===== src/rtl/bg_scroll_fetch_pkg.sv =====
// ---------------------------------------------------------------------------
// bg_scroll_fetch_pkg
// Shared types and constants for the scrolling background fetch block:
//   dir_t       - move direction encoding as seen on move_dir
//   state_t     - scroll controller states
//   PALETTE     - 16-entry, 12-bit {R,G,B} colour table
//   WALL_IDX    - palette index that marks a blocking map tile
//   *_DEF       - default map / viewport / step geometry
// ---------------------------------------------------------------------------
package bg_scroll_fetch_pkg;

  // Map is square and a power of two so that every coordinate is 9 bits.
  localparam int MAP_W_DEF  = 512;
  localparam int VIEW_W_DEF = 320;   // 640 screen pixels at 2x scale
  localparam int VIEW_H_DEF = 240;   // 480 screen pixels at 2x scale
  localparam int STEP_DEF   = 16;    // one tile per move
  localparam int COORD_W    = 9;

  localparam logic [3:0] WALL_IDX = 4'hF;

  typedef enum logic [1:0] {
    DIR_UP    = 2'd0,
    DIR_DOWN  = 2'd1,
    DIR_LEFT  = 2'd2,
    DIR_RIGHT = 2'd3
  } dir_t;

  typedef enum logic [2:0] {
    ST_IDLE,
    ST_PROBE,
    ST_CHECK,
    ST_SCROLL,
    ST_DONE
  } state_t;

  // Ascending range so PALETTE[0] is the leftmost entry below.
  localparam logic [0:15][11:0] PALETTE = {
    12'h000, 12'h00A, 12'h0A0, 12'h0AA,
    12'hA00, 12'hA0A, 12'hA50, 12'hAAA,
    12'h555, 12'h55F, 12'h5F5, 12'h5FF,
    12'hF55, 12'hF5F, 12'hFF5, 12'hFFF
  };

  function automatic logic [11:0] palette_lookup(input logic [3:0] idx);
    return PALETTE[idx];
  endfunction

endpackage


===== src/rtl/bg_scroll_fetch_pixel_pipe.sv =====
// ---------------------------------------------------------------------------
// bg_pixel_pipe
// Two-stage display fetch pipeline.
//   Stage 1: rom_address_a <= {cam_y + DrawY/2, cam_x + DrawX/2} (9-bit wrap)
//   Stage 2: {red,green,blue} <= palette[rom_q_a], or 0 outside the visible
//            region (blank delayed to line up with the ROM data).
// Ports:
//   vga_clk, Reset        clock, synchronous active-high reset
//   cam_x, cam_y          camera origin in map pixels
//   DrawX, DrawY, blank   current screen pixel and display enable
//   rom_address_a/rom_q_a display ROM port (one-cycle read latency)
//   red, green, blue      registered pixel colour
// ---------------------------------------------------------------------------
module bg_pixel_pipe
  import bg_scroll_fetch_pkg::*;
(
  input  logic         vga_clk,
  input  logic         Reset,
  input  logic [8:0]   cam_x,
  input  logic [8:0]   cam_y,
  input  logic [9:0]   DrawX,
  input  logic [9:0]   DrawY,
  input  logic         blank,
  input  logic [3:0]   rom_q_a,
  output logic [17:0]  rom_address_a,
  output logic [3:0]   red,
  output logic [3:0]   green,
  output logic [3:0]   blue
);

  logic [17:0] addr_a_q, addr_a_d;
  logic        blank_dly1_q, blank_dly1_d;
  logic        blank_dly2_q, blank_dly2_d;
  logic [11:0] rgb_q, rgb_d;
  logic [8:0]  map_x, map_y;

  // Screen pixels are doubled, so the LSBs never reach the map address.
  logic unused_lsbs;
  assign unused_lsbs = DrawX[0] ^ DrawY[0];

  // NOTE: every signal written in always_comb gets a value on every path;
  // a branch that leaves one unassigned would infer a latch.
  always_comb begin
    map_x        = cam_x + DrawX[9:1];
    map_y        = cam_y + DrawY[9:1];
    addr_a_d     = {map_y, map_x};
    blank_dly1_d = blank;
    blank_dly2_d = blank_dly1_q;
    // blank_dly2_q belongs to the same pixel whose ROM data is on rom_q_a.
    rgb_d        = blank_dly2_q ? palette_lookup(rom_q_a) : 12'h000;
  end

  // NOTE: the palette is a constant table rather than storage, so there is
  // nothing to reset there; only the pipeline registers are cleared.
  // NOTE: sequential state uses non-blocking assignments so every flop
  // samples the pre-edge value of the others.
  always_ff @(posedge vga_clk) begin
    if (Reset) begin
      addr_a_q     <= '0;
      blank_dly1_q <= 1'b0;
      blank_dly2_q <= 1'b0;
      rgb_q        <= '0;
    end else begin
      addr_a_q     <= addr_a_d;
      blank_dly1_q <= blank_dly1_d;
      blank_dly2_q <= blank_dly2_d;
      rgb_q        <= rgb_d;
    end
  end

  assign rom_address_a = addr_a_q;
  assign red           = rgb_q[11:8];
  assign green         = rgb_q[7:4];
  assign blue          = rgb_q[3:0];

endmodule


===== src/rtl/bg_scroll_fetch.sv =====
// ---------------------------------------------------------------------------
// bg_scroll_fetch
// Scrolling background renderer with tile-step camera moves.
// A move request is bounds-checked against the map, then the tile the player
// would step onto is probed through ROM port B; if it is not a wall the
// camera glides one pixel per frame_tick until it has moved STEP pixels.
// Ports:
//   vga_clk, Reset            clock, synchronous active-high reset
//   DrawX, DrawY, blank       current screen pixel and display enable
//   frame_tick                one-cycle pulse at start of vertical blank
//   move_req, move_dir        move request (level) and direction (dir_t)
//   move_done, move_ok        completion pulse and its result
//   busy                      controller is not idle
//   rom_address_a, rom_q_a    display ROM port
//   rom_address_b, rom_q_b    collision probe ROM port
//   red, green, blue          pixel colour
//   cam_x, cam_y              camera origin in map pixels
// ---------------------------------------------------------------------------
module bg_scroll_fetch
  import bg_scroll_fetch_pkg::*;
#(
  parameter int MAP_W  = MAP_W_DEF,
  parameter int VIEW_W = VIEW_W_DEF,
  parameter int VIEW_H = VIEW_H_DEF,
  parameter int STEP   = STEP_DEF
) (
  input  logic         vga_clk,
  input  logic         Reset,
  input  logic [9:0]   DrawX,
  input  logic [9:0]   DrawY,
  input  logic         blank,
  input  logic         frame_tick,
  input  logic         move_req,
  input  logic [1:0]   move_dir,
  output logic         move_done,
  output logic         move_ok,
  output logic         busy,
  output logic [17:0]  rom_address_a,
  input  logic [3:0]   rom_q_a,
  output logic [17:0]  rom_address_b,
  input  logic [3:0]   rom_q_b,
  output logic [3:0]   red,
  output logic [3:0]   green,
  output logic [3:0]   blue,
  output logic [8:0]   cam_x,
  output logic [8:0]   cam_y
);

  // Legal camera range; 10 bits so the bounds arithmetic cannot wrap.
  localparam logic [9:0] CAM_X_MAX = 10'(MAP_W - VIEW_W);
  localparam logic [9:0] CAM_Y_MAX = 10'(MAP_W - VIEW_H);
  localparam logic [9:0] STEP_10   = 10'(STEP);
  localparam logic [8:0] STEP_9    = 9'(STEP);
  // The player sprite sits at the centre of the viewport.
  localparam logic [8:0] HALF_W_9  = 9'(VIEW_W / 2);
  localparam logic [8:0] HALF_H_9  = 9'(VIEW_H / 2);
  localparam int         CNT_W     = $clog2(STEP + 1);
  localparam logic [CNT_W-1:0] CNT_LAST = CNT_W'(STEP - 1);

  state_t            state_q, state_d;
  dir_t              dir_q, dir_d;
  logic [8:0]        cam_x_q, cam_x_d;
  logic [8:0]        cam_y_q, cam_y_d;
  logic [CNT_W-1:0]  cnt_q, cnt_d;
  logic [17:0]       addr_b_q, addr_b_d;
  logic              move_done_q, move_done_d;
  logic              move_ok_q, move_ok_d;
  logic              busy_q, busy_d;

  dir_t              req_dir;
  logic              dest_ok;
  logic [9:0]        cam_x_ext, cam_y_ext;
  logic [8:0]        probe_x, probe_y;

  // -------------------------------------------------------------------------
  // Request evaluation: bounds of the destination camera and the map tile
  // the player would step onto, both derived from the live move_dir.
  // -------------------------------------------------------------------------
  always_comb begin
    req_dir   = dir_t'(move_dir);
    cam_x_ext = {1'b0, cam_x_q};
    cam_y_ext = {1'b0, cam_y_q};
    probe_x   = cam_x_q + HALF_W_9;
    probe_y   = cam_y_q + HALF_H_9;
    dest_ok   = 1'b0;
    case (req_dir)
      DIR_UP: begin
        dest_ok = cam_y_ext >= STEP_10;
        probe_y = cam_y_q + HALF_H_9 - STEP_9;
      end
      DIR_DOWN: begin
        dest_ok = (cam_y_ext + STEP_10) <= CAM_Y_MAX;
        probe_y = cam_y_q + HALF_H_9 + STEP_9;
      end
      DIR_LEFT: begin
        dest_ok = cam_x_ext >= STEP_10;
        probe_x = cam_x_q + HALF_W_9 - STEP_9;
      end
      DIR_RIGHT: begin
        dest_ok = (cam_x_ext + STEP_10) <= CAM_X_MAX;
        probe_x = cam_x_q + HALF_W_9 + STEP_9;
      end
      default: dest_ok = 1'b0;
    endcase
  end

  // -------------------------------------------------------------------------
  // Move controller next-state logic.
  // -------------------------------------------------------------------------
  always_comb begin
    state_d   = state_q;
    dir_d     = dir_q;
    cam_x_d   = cam_x_q;
    cam_y_d   = cam_y_q;
    cnt_d     = cnt_q;
    addr_b_d  = addr_b_q;
    move_ok_d = move_ok_q;

    case (state_q)
      ST_IDLE: begin
        if (move_req) begin
          dir_d = req_dir;
          if (dest_ok) begin
            // The probe address is loaded on entry to PROBE so the ROM
            // returns the tile by the time CHECK looks at rom_q_b.
            addr_b_d = {probe_y, probe_x};
            state_d  = ST_PROBE;
          end else begin
            move_ok_d = 1'b0;
            state_d   = ST_DONE;
          end
        end
      end

      ST_PROBE: state_d = ST_CHECK;

      ST_CHECK: begin
        if (rom_q_b == WALL_IDX) begin
          move_ok_d = 1'b0;
          state_d   = ST_DONE;
        end else begin
          cnt_d   = '0;
          state_d = ST_SCROLL;
        end
      end

      ST_SCROLL: begin
        // Camera moves only at vertical blank so no frame shows a tear.
        if (frame_tick) begin
          case (dir_q)
            DIR_UP:    cam_y_d = cam_y_q - 9'd1;
            DIR_DOWN:  cam_y_d = cam_y_q + 9'd1;
            DIR_LEFT:  cam_x_d = cam_x_q - 9'd1;
            DIR_RIGHT: cam_x_d = cam_x_q + 9'd1;
            default:   cam_x_d = cam_x_q;
          endcase
          cnt_d = cnt_q + CNT_W'(1);
          if (cnt_q == CNT_LAST) begin
            move_ok_d = 1'b1;
            state_d   = ST_DONE;
          end
        end
      end

      ST_DONE: state_d = ST_IDLE;

      default: state_d = ST_IDLE;
    endcase

    // Status outputs are registered straight from the next state.
    move_done_d = (state_d == ST_DONE);
    busy_d      = (state_d != ST_IDLE);
  end

  always_ff @(posedge vga_clk) begin
    if (Reset) begin
      state_q     <= ST_IDLE;
      dir_q       <= DIR_UP;
      cam_x_q     <= '0;
      cam_y_q     <= '0;
      cnt_q       <= '0;
      addr_b_q    <= '0;
      move_done_q <= 1'b0;
      move_ok_q   <= 1'b0;
      busy_q      <= 1'b0;
    end else begin
      state_q     <= state_d;
      dir_q       <= dir_d;
      cam_x_q     <= cam_x_d;
      cam_y_q     <= cam_y_d;
      cnt_q       <= cnt_d;
      addr_b_q    <= addr_b_d;
      move_done_q <= move_done_d;
      move_ok_q   <= move_ok_d;
      busy_q      <= busy_d;
    end
  end

  assign move_done     = move_done_q;
  assign move_ok       = move_ok_q;
  assign busy          = busy_q;
  assign rom_address_b = addr_b_q;
  assign cam_x         = cam_x_q;
  assign cam_y         = cam_y_q;

  bg_pixel_pipe u_pixel_pipe (
    .vga_clk       (vga_clk),
    .Reset         (Reset),
    .cam_x         (cam_x_q),
    .cam_y         (cam_y_q),
    .DrawX         (DrawX),
    .DrawY         (DrawY),
    .blank         (blank),
    .rom_q_a       (rom_q_a),
    .rom_address_a (rom_address_a),
    .red           (red),
    .green         (green),
    .blue          (blue)
  );

endmodule

===== config.mk =====
export PLATFORM = sky130hd
export DESIGN_NAME = bg_scroll_fetch
export DESIGN_NICKNAME = d
export VERILOG_FILES = /design/src/rtl/bg_scroll_fetch_pkg.sv /design/src/rtl/bg_scroll_fetch_pixel_pipe.sv /design/src/rtl/bg_scroll_fetch.sv
export SDC_FILE = /design/constraint.sdc
export NUM_CORES = 1
export LEC_CHECK = 0
export CORE_MARGIN = 1.5
export CORE_UTILIZATION = 55
export DETAILED_ROUTE_END_ITERATION = 10
export DONT_BUFFER_PORTS = 1
export GPL_TIMING_DRIVEN = 0
export PLACE_DENSITY = 0.7
export SYNTH_ARGS = -nofsm -noshare
export SYNTH_HDL_FRONTEND = slang
export SYNTH_SLANG_ARGS = --single-unit

===== constraint.sdc =====
create_clock -name vga_clk -period 2.6 [get_ports vga_clk]
set_input_delay 0 -clock vga_clk [delete_from_list [all_inputs] [get_ports vga_clk]]
set_output_delay 0 -clock vga_clk [all_outputs]
set_load 0.01 [all_outputs]

==> Flow_metrics.wiki, run 1 <==
{| class="wikitable"
! Metric !! Value
|-
| Outcome || finished clean
|-
| CTS tree || built
|-
| Utilization after layout || 65.6%
|-
| Async S/R FF share, synth || 0%
|-
| Finished Layout Cells || 657
|-
| Boundary Pins || 104
|-
| EDFF count, synth || 0
|-
| Number of max-cap violations || 0
|-
| Worst EP arrival || 2.69 ns
|-
| Highest Clock Rate || 405 MHz
|-
| Yosys warning count || 0
|-
| Worst hold path endpoint || dir_q[0]
|-
| Share of the cycle needed by the critical path after routing || 94.9%
|-
| Inserted Diodes || 0
|-
| Seq/Total Area, Yosys || 32.6%
|-
| Horizontal die dimension || 93.9 um
|-
| TNS Setup || 0 ns
|-
| Die area || 8820 um2
|-
| Violation count after the first detailed-route iteration || 120
|-
| Source-to-sink clock delay at the later pin of the worst-skew pair || 0.35 ns
|-
| Chip height || 93.9 um
|-
| CTS Buf Count || 9
|-
| Number of fillers in the final layout || 666
|-
| HPWL after detailed placement || 7.40 mm
|-
| Setup skew after layout || 0.00835 ns
|-
| Avg Synthesized Cell Area || 8.85 um2
|-
| Post-synthesis sequential element count || 74
|-
| Gpl congestion || 0.839
|-
| TritonCTS Sinks || 74
|-
| Clock-pin slew on the worst setup and hold paths || 0.08 ns
|-
| Largest net degree at the start of global routing || 13
|-
| Largest fanout on the critical path || 8
|-
| Total via count in the routed design || 3,670
|-
| Top-area cell type share of the netlist area || 32.6%
|-
| Final hold viol count || 0
|-
| Top FF cell, synth || sky130_fd_sc_hd__dfxtp_1
|-
| Total power per unit cell area || 496 nW/um2
|-
| GR Overflow Total || 0
|-
| Max Buffers Root-to-Sink || 2
|-
| Total track usage || 24.1%
|-
| Clk Tree Root Cell || sky130_fd_sc_hd__clkbuf_8
|-
| Headroom to the max-slew limit || 47.7%
|-
| Reg2reg path depth || 8
|-
| Vias per inst || 5.59
|-
| Placed cells || 616
|-
| Synthesized cell area || 4550 um2
|-
| Setup repair after global routing missed its margin || false
|-
| Final max-slew violation count || 0
|-
| Sum of routed wire length over all layers || 10.1 mm
|-
| Synth cell count leaders || sky130_fd_sc_hd__dfxtp_1, sky130_fd_sc_hd__nor2_1, sky130_fd_sc_hd__ha_1, sky130_fd_sc_hd__a21oi_1, sky130_fd_sc_hd__nand2_1
|-
| Routed wire length per instance || 15.4 um
|-
| Critical register-to-register path endpoint || cam_x[8]
|-
| Post-synthesis cell type with the largest combined area || sky130_fd_sc_hd__dfxtp_1
|-
| Required time of the critical path || 2.82 ns
|-
| CP Capture Type || register
|-
| Global-route wire length before repair || 16.6 mm
|-
| Hold Path Depth || 3
|-
| Area delta synth->final || 13.2%
|-
| Transition time at the pin with the least slew margin || 0.785 ns
|-
| Type of the worst min-delay path || input port to register
|-
| RR Startpoint || dir_q[0]
|-
| Vias in the first global route || 3,545
|-
| Number of buffer cells added on primary ports || 0
|-
| Worst IR Drop VDD || 0.277 mV
|-
| Cell Rows || 32
|-
| DRC violation count after routing || 0
|-
| Netlist cell types || 55
|-
| Leakage Power || 2.20 nW
|-
| Number of failing setup endpoints in the final timing report || 0
|-
| Path type of the worst setup path || register to register
|-
| First-pass iteration count of the detailed router || 4
|-
| Number of antenna violations at the first check in global routing || 0
|-
| Register-to-register setup slack || 0.13 ns
|-
| Syn Nets || 596
|-
| Initial core utilization || 57.9%
|-
| CTS H-tree lvls || 3
|-
| Post-layout nets || 632
|-
| Hold path startpoint || move_req
|-
| Setup crit start kind || register
|-
| Number of instances in the synthesized netlist || 514
|-
| Dominant cell by count in the synthesized netlist || sky130_fd_sc_hd__dfxtp_1
|-
| DRT antenna net count || 0
|-
| Placeable Area || 7850 um2
|-
| Min Clock Period, post-route || 2.47 ns
|-
| Biggest area contributors in the synthesized netlist || sky130_fd_sc_hd__dfxtp_1, sky130_fd_sc_hd__ha_1, sky130_fd_sc_hd__nor2_1, sky130_fd_sc_hd__mux2i_1, sky130_fd_sc_hd__xor2_1
|-
| Ratio of cells with drive above 1 in the final layout || 10.5%
|}
[power breakdown]
group	leakage [nW]	internal, mW	switching, mW
logic	1.49	0.165	0.179
registers	0.606	1.18	0.0456
clock network	0.107	0.540	0.447
total	2.20	1.88	0.671
[state kept, by name (all words and copies together) (netlist names)]
name / cells
state_q: 3
u_pixel_pipe.blank_dly1_q: 1
move_ok: 1
cnt_q: 5
u_pixel_pipe.rgb_q: 5
cam_y: 9
move_done: 1
cam_x: 9
u_pixel_pipe.blank_dly2_q: 1
u_pixel_pipe.rom_address_a: 18
busy: 1
rom_address_b: 18
dir_q: 2
[area by class of cell]
cell class / instances / area [um2] / share of cell area [%]
buffer: 32 / 233 / 4.52
clock buffer: 11 / 131 / 2.55
clock inverter: 5 / 78.8 / 1.53
inverter: 25 / 93.8 / 1.82
multi-input combinational: 383 / 2740 / 53.3
sequential: 74 / 1490 / 28.9
tap: 102 / 128 / 2.48
timing repair buffer: 25 / 250 / 4.86
[critical path: stages, from the launching register on]
cell                      delay [ns]
sky130_fd_sc_hd__dfxtp_1        0.47
sky130_fd_sc_hd__nand2_2        0.20
sky130_fd_sc_hd__fa_1           0.45
sky130_fd_sc_hd__a21oi_1        0.22
sky130_fd_sc_hd__o22ai_1        0.14
sky130_fd_sc_hd__o41ai_1        0.32
sky130_fd_sc_hd__mux2i_1        0.33
sky130_fd_sc_hd__xnor2_1        0.16
sky130_fd_sc_hd__nor2_1         0.06
[logic make-up after synthesis]
group / Yosys count / share of synthesized area, %
AO/OA/AOI/OAI: 93 / 13.3
buffers and inverters: 57 / 7.18
AND/OR/NAND/NOR: 176 / 19.2
flip-flops: 74 / 32.6
multiplexers: 25 / 5.59
XOR/XNOR: 42 / 8.26
adder cells (fa/ha/maj): 47 / 13.9
[repair_timing]
| action | in CTS | in global routing |
|---|---|---|
| hold buffers | 25 | 0 |
| pin swaps | 0 | 0 |
| endpoints found under the hold margin | 27 | 0 |
| gates resized for setup | 1 | 5 |
| endpoints found under the setup margin | 1 | 5 |
| buffers inserted | 0 | 0 |
[worst max-delay path by stage]
stage,slack (ns),cells after the start,startpoint,to
floorplan,0.43,8,cam_x[5],rom_address_b[15]
global placement,0.07,8,dir_q[1],cam_x[8]
detailed placement,0.005,8,dir_q[1],cam_x[8]
CTS,0.0004,9,dir_q[1],cam_y[8]
global route,0.01,8,dir_q[0],cam_x[8]
finish,0.13,8,dir_q[0],cam_x[8]
[cells in the final DEF (no fill, tap or decap), drive strengths merged, types with 3 or more instances in the layout]
| master | n |
|---|---|
| a211oi | 5 |
| a21o | 6 |
| a21oi | 38 |
| and2 | 6 |
| buf | 25 |
| clkbuf | 18 |
| clkinv | 3 |
| dfxtp | 74 |
| dlygate4sd3 | 25 |
| fa | 6 |
| ha | 41 |
| inv | 25 |
| mux2 | 3 |
| mux2i | 22 |
| nand2 | 33 |
| nand2b | 6 |
| nand3 | 6 |
| nand4 | 3 |
| nor2 | 67 |
| nor2b | 17 |
| nor3 | 17 |
| nor3b | 3 |
| nor4 | 4 |
| o21a | 4 |
| o21ai | 16 |
| o41ai | 6 |
| or3 | 4 |
| xnor2 | 20 |
| xor2 | 22 |
[routing by layer]
| layer | wire (um) | vias up | part of all wire [%] | global-route usage, % |
|---|---|---|---|---|
| li1 | - | 1838 | - | - |
| met1 | 4300 | 1711 | 43 | 29.5 |
| met4 | 119 | 0 | 1.2 | 8.08 |
| met5 | 0 | - | 0 | 0 |
| met2 | 4860 | 111 | 48 | 40.5 |
| met3 | 823 | 10 | 8.1 | 7.04 |
[metrics by stage]
| stage | total power, mW | setup WS [ns] | hold slack [ns] | area (um2) |
|---|---|---|---|---|
| CTS | 2.56 | 0.000449 | 0.00400 | 5140 |
| detailed placement | 1.56 | 0.00498 | 0.128 | 4670 |
| finish | 2.55 | 0.133 | 0.00802 | 5140 |
| global route | 2.66 | 0.00981 | 0.0123 | 5140 |
| global placement | 1.54 | 0.0663 | 0.126 | 4670 |
| floorplan | 1.49 | 0.429 | 0.122 | 4550 |
Power figures use the tool's default switching activity.
==> run 2: changes to the inputs <==
--- a/config.mk
+++ b/config.mk
@@ -10,7 +10,7 @@
 export DETAILED_ROUTE_END_ITERATION = 10
 export DONT_BUFFER_PORTS = 1
 export GPL_TIMING_DRIVEN = 0
-export PLACE_DENSITY = 0.7
+export PLACE_DENSITY = 0.73
 export SYNTH_ARGS = -nofsm -noshare
 export SYNTH_HDL_FRONTEND = slang
 export SYNTH_SLANG_ARGS = --single-unit
==> constraint.sdc (replaced) <==
create_clock -name vga_clk -period 2.2 [get_ports vga_clk]
set_input_delay 0 -clock vga_clk [delete_from_list [all_inputs] [get_ports vga_clk]]
set_output_delay 0 -clock vga_clk [all_outputs]
set_load 0.01 [all_outputs]
==> run 2 against run 1 <==
  * The run now ends with negative setup slack left
  * Cell count is 0.91% higher
  * Core utilization is 3.1 points higher
  * Register-to-register slack worse by 0.15 ns
  * Sequential power is 18% higher
  * Combinational power is 33% higher
  * Critical path type unchanged
  * Largest cell class unchanged
==> Flow_metrics.wiki, run 2 (synthesis results as in run 1) <==
{| class="wikitable"
! Metric !! Value
|-
| Outcome || finished with violations (was finished clean)
|-
| Violated checks || negative setup slack
|-
| TNS Setup || -0.108 ns (was 0 ns)
|-
| Initial core utilization || 57.9% (unchanged)
|-
| Setup repair after global routing missed its margin || true (was false)
|-
| Cell Rows || 32 (unchanged)
|-
| Post-layout nets || 638 (was 632)
|-
| Worst EP arrival || 2.46 ns (was 2.69 ns)
|-
| Clk Tree Root Cell || sky130_fd_sc_hd__clkbuf_8 (unchanged)
|-
| Ratio of cells with drive above 1 in the final layout || 17.6% (was 10.5%)
|-
| Min Clock Period, post-route || 2.22 ns (was 2.47 ns)
|-
| Crit path buffers/inverters || 2 (was 0)
|-
| Cell Chain, Critical Path || ha_4 > xnor2_2 > nor4_2 > nor2_1 > a32oi_2 > buf_4 > buf_8 > mux2i_1 > nor2_1 (was nand2_2 > fa_1 > a21oi_1 > o22ai_1 > o41ai_1 > mux2i_1 > xnor2_1 > nor2_1)
|-
| Placeable Area || 7850 um2 (unchanged)
|-
| DRT antenna net count || 0 (unchanged)
|-
| Highest Clock Rate || 450 MHz (was 405 MHz)
|-
| Global-route wire length before repair || 17.2 mm (was 16.6 mm)
|-
| PnR worst setup slack || -0.0220 ns (was 0.133 ns)
|-
| CTS tree || built (unchanged)
|-
| TritonCTS Sinks || 74 (unchanged)
|-
| Source-to-sink clock delay at the later pin of the worst-skew pair || 0.36 ns (was 0.35 ns)
|-
| Die area || 8820 um2 (unchanged)
|-
| Setup skew after layout || 0.0175 ns (was 0.00835 ns)
|-
| Number of antenna violations at the first check in global routing || 0 (unchanged)
|-
| Horizontal die dimension || 93.9 um (unchanged)
|-
| Vias per inst || 5.67 (was 5.59)
|-
| Area delta synth->final || 18.5% (was 13.2%)
|-
| Leading cell type in the layout, fill and taps excluded || sky130_fd_sc_hd__nor2_1 (was sky130_fd_sc_hd__dfxtp_1)
|-
| Violation count after the first detailed-route iteration || 158 (was 120)
|-
| Total via count in the routed design || 3,758 (was 3,670)
|-
| Sum of routed wire length over all layers || 10.9 mm (was 10.1 mm)
|-
| Delay contributed by the slowest stage of the critical path || 0.40 ns (was 0.47 ns)
|-
| Boundary Pins || 104 (unchanged)
|-
| Largest fanout on the critical path || 7 (was 8)
|-
| Total power per unit cell area || 578 nW/um2 (was 496 nW/um2)
|-
| Most frequent cells in the layout || sky130_fd_sc_hd__nor2_1, sky130_fd_sc_hd__dfxtp_1, sky130_fd_sc_hd__ha_1 (was sky130_fd_sc_hd__dfxtp_1, sky130_fd_sc_hd__nor2_1, sky130_fd_sc_hd__ha_1)
|-
| Number of buffer cells added on primary ports || 0 (unchanged)
|-
| Critical path's most frequent cell || sky130_fd_sc_hd__nor2_1
|-
| Largest net degree at the start of global routing || 15 (was 13)
|-
| Number of failing setup endpoints in the final timing report || 6 (was 0)
|-
| First-pass iteration count of the detailed router || 4 (unchanged)
|-
| Type of the worst min-delay path || input port to register (unchanged)
|-
| Placed cells || 616 (unchanged)
|-
| Gpl congestion || 0.888 (was 0.839)
|-
| Max Buffers Root-to-Sink || 2 (unchanged)
|-
| Clock-pin slew on the worst setup and hold paths || 0.09 ns (was 0.08 ns)
|-
| CTS H-tree lvls || 3 (unchanged)
|-
| Required time of the critical path || 2.44 ns (was 2.82 ns)
|-
| CTS Buf Count || 9 (unchanged)
|-
| Worst IR Drop VDD || 0.366 mV (was 0.277 mV)
|-
| Leakage Power || 2.26 nW (was 2.20 nW)
|-
| Number of max-cap violations || 0 (unchanged)
|-
| Number of fillers in the final layout || 650 (was 666)
|-
| Final hold viol count || 0 (unchanged)
|-
| Path type of the worst setup path || register to register (unchanged)
|-
| HPWL after detailed placement || 7.49 mm (was 7.40 mm)
|-
| Finished Layout Cells || 663 (was 657)
|-
| Inserted Diodes || 0 (unchanged)
|-
| Total track usage || 25.0% (was 24.1%)
|-
| CP Capture Type || register (unchanged)
|-
| Slowest-stage cell, CP || sky130_fd_sc_hd__dfxtp_4 (was sky130_fd_sc_hd__dfxtp_1)
|-
| Setup crit start kind || register (unchanged)
|-
| Vias in the first global route || 3,679 (was 3,545)
|-
| Kind of cell with the highest combined delay on the critical path || simple AND/OR/NAND/NOR gates (was compound AO/OA/AOI/OAI gates)
|-
| Headroom to the max-slew limit || 50.3% (was 47.7%)
|-
| Transition time at the pin with the least slew margin || 0.746 ns (was 0.785 ns)
|-
| Routed wire length per instance || 16.5 um (was 15.4 um)
|-
| Final max-slew violation count || 0 (unchanged)
|-
| Share of the cycle needed by the critical path after routing || 101% (was 94.9%)
|-
| GR Overflow Total || 0 (unchanged)
|-
| DRC violation count after routing || 0 (unchanged)
|-
| Chip height || 93.9 um (unchanged)
|-
| Utilization after layout || 68.6% (was 65.6%)
|}
run 2: changes by cell type in the layout (fill, tap and decap cells not counted), moves of 3 or more:
| cell | before | now |
|---|---|---|
| sky130_fd_sc_hd__dfxtp_1 | 70 | 61 |
| sky130_fd_sc_hd__a21oi_2 | 0 | 4 |
| sky130_fd_sc_hd__buf_4 | 15 | 18 |
| sky130_fd_sc_hd__ha_4 | 0 | 3 |
| sky130_fd_sc_hd__a21oi_1 | 38 | 33 |
| sky130_fd_sc_hd__ha_1 | 41 | 37 |
| sky130_fd_sc_hd__dfxtp_4 | 0 | 7 |
run 2: metrics by stage:
step | hold slack [ns] | power (mW) | setup WS (ns) | instance area [um2]
final | 0.0152 | 3.11 | -0.0220 | 5390
after global routing | 0.0227 | 3.25 | -0.134 | 5390
after CTS | 0.00249 | 3.09 | 0.000519 | 5220
after detailed placement | 0.127 | 1.84 | -0.313 | 4670
after global placement | 0.125 | 1.82 | -0.324 | 4670
after floorplan | 0.122 | 1.76 | 0.0290 | 4550
run 2: timing repair:
| action | in CTS | in global routing |
|---|---|---|
| gates cloned | 0 | 1 |
| buffers inserted | 0 | 7 |
| resized for setup | 25 | 31 |
| pin swaps | 1 | 4 |
| hold buffers | 23 | 0 |
| endpoints found under the hold margin | 26 | 0 |
| setup endpoints to repair | 24 | 26 |
run 2: report_power, final:
group | switching (mW) | total, mW | internal (mW) | leakage (nW)
logic | 0.233 | 0.458 | 0.225 | 1.54
registers | 0.0568 | 1.44 | 1.38 | 0.612
clock network | 0.566 | 1.21 | 0.648 | 0.106
total | 0.856 | 3.11 | 2.26 | 2.26
run 2: final timing paths:
kind | start | end | slack [ns] | depth (start not counted)
worst min-delay path | DrawY[6] | u_pixel_pipe.rom_address_a[14] | 0.02 | 3
worst max-delay path | cam_x[6] | rom_address_b[3] | -0.02 | 9
worst max register to register | cam_x[6] | rom_address_b[3] | -0.02 | 9
worst min register to register | u_pixel_pipe.blank_dly1_q | u_pixel_pipe.blank_dly2_q | 0.46 | 1
run 2: tightest hold or removal path, delay by kind of cell:
family	cells	cell delay [ns]
simple gates	1	0.08
xor+xnor	1	0.08
fa+ha+maj	1	0.17
run 2: metal layers:
layer  vias up  routed length, um  part of all wire [%]  GRT usage [%]
li1       1849                  -                     -              -
met1      1778               4660                    43           29.9
met2       115               5370                    49           43.5
met3        16                736                   6.7           7.20
met4         0                171                   1.6           6.72
met5         -                  0                     0              0
run 2: cell type report:
type | instances | area (um2) | share of cell area [%]
repair buffers | 31 | 309 | 5.74
clock buffers | 9 | 124 | 2.30
flip-flops and latches | 74 | 1520 | 28.1
multi-input cells | 383 | 2880 | 53.5
well taps | 102 | 128 | 2.37
clock inverters | 7 | 101 | 1.88
plain buffers | 32 | 233 | 4.32
inverters | 25 | 93.8 | 1.74
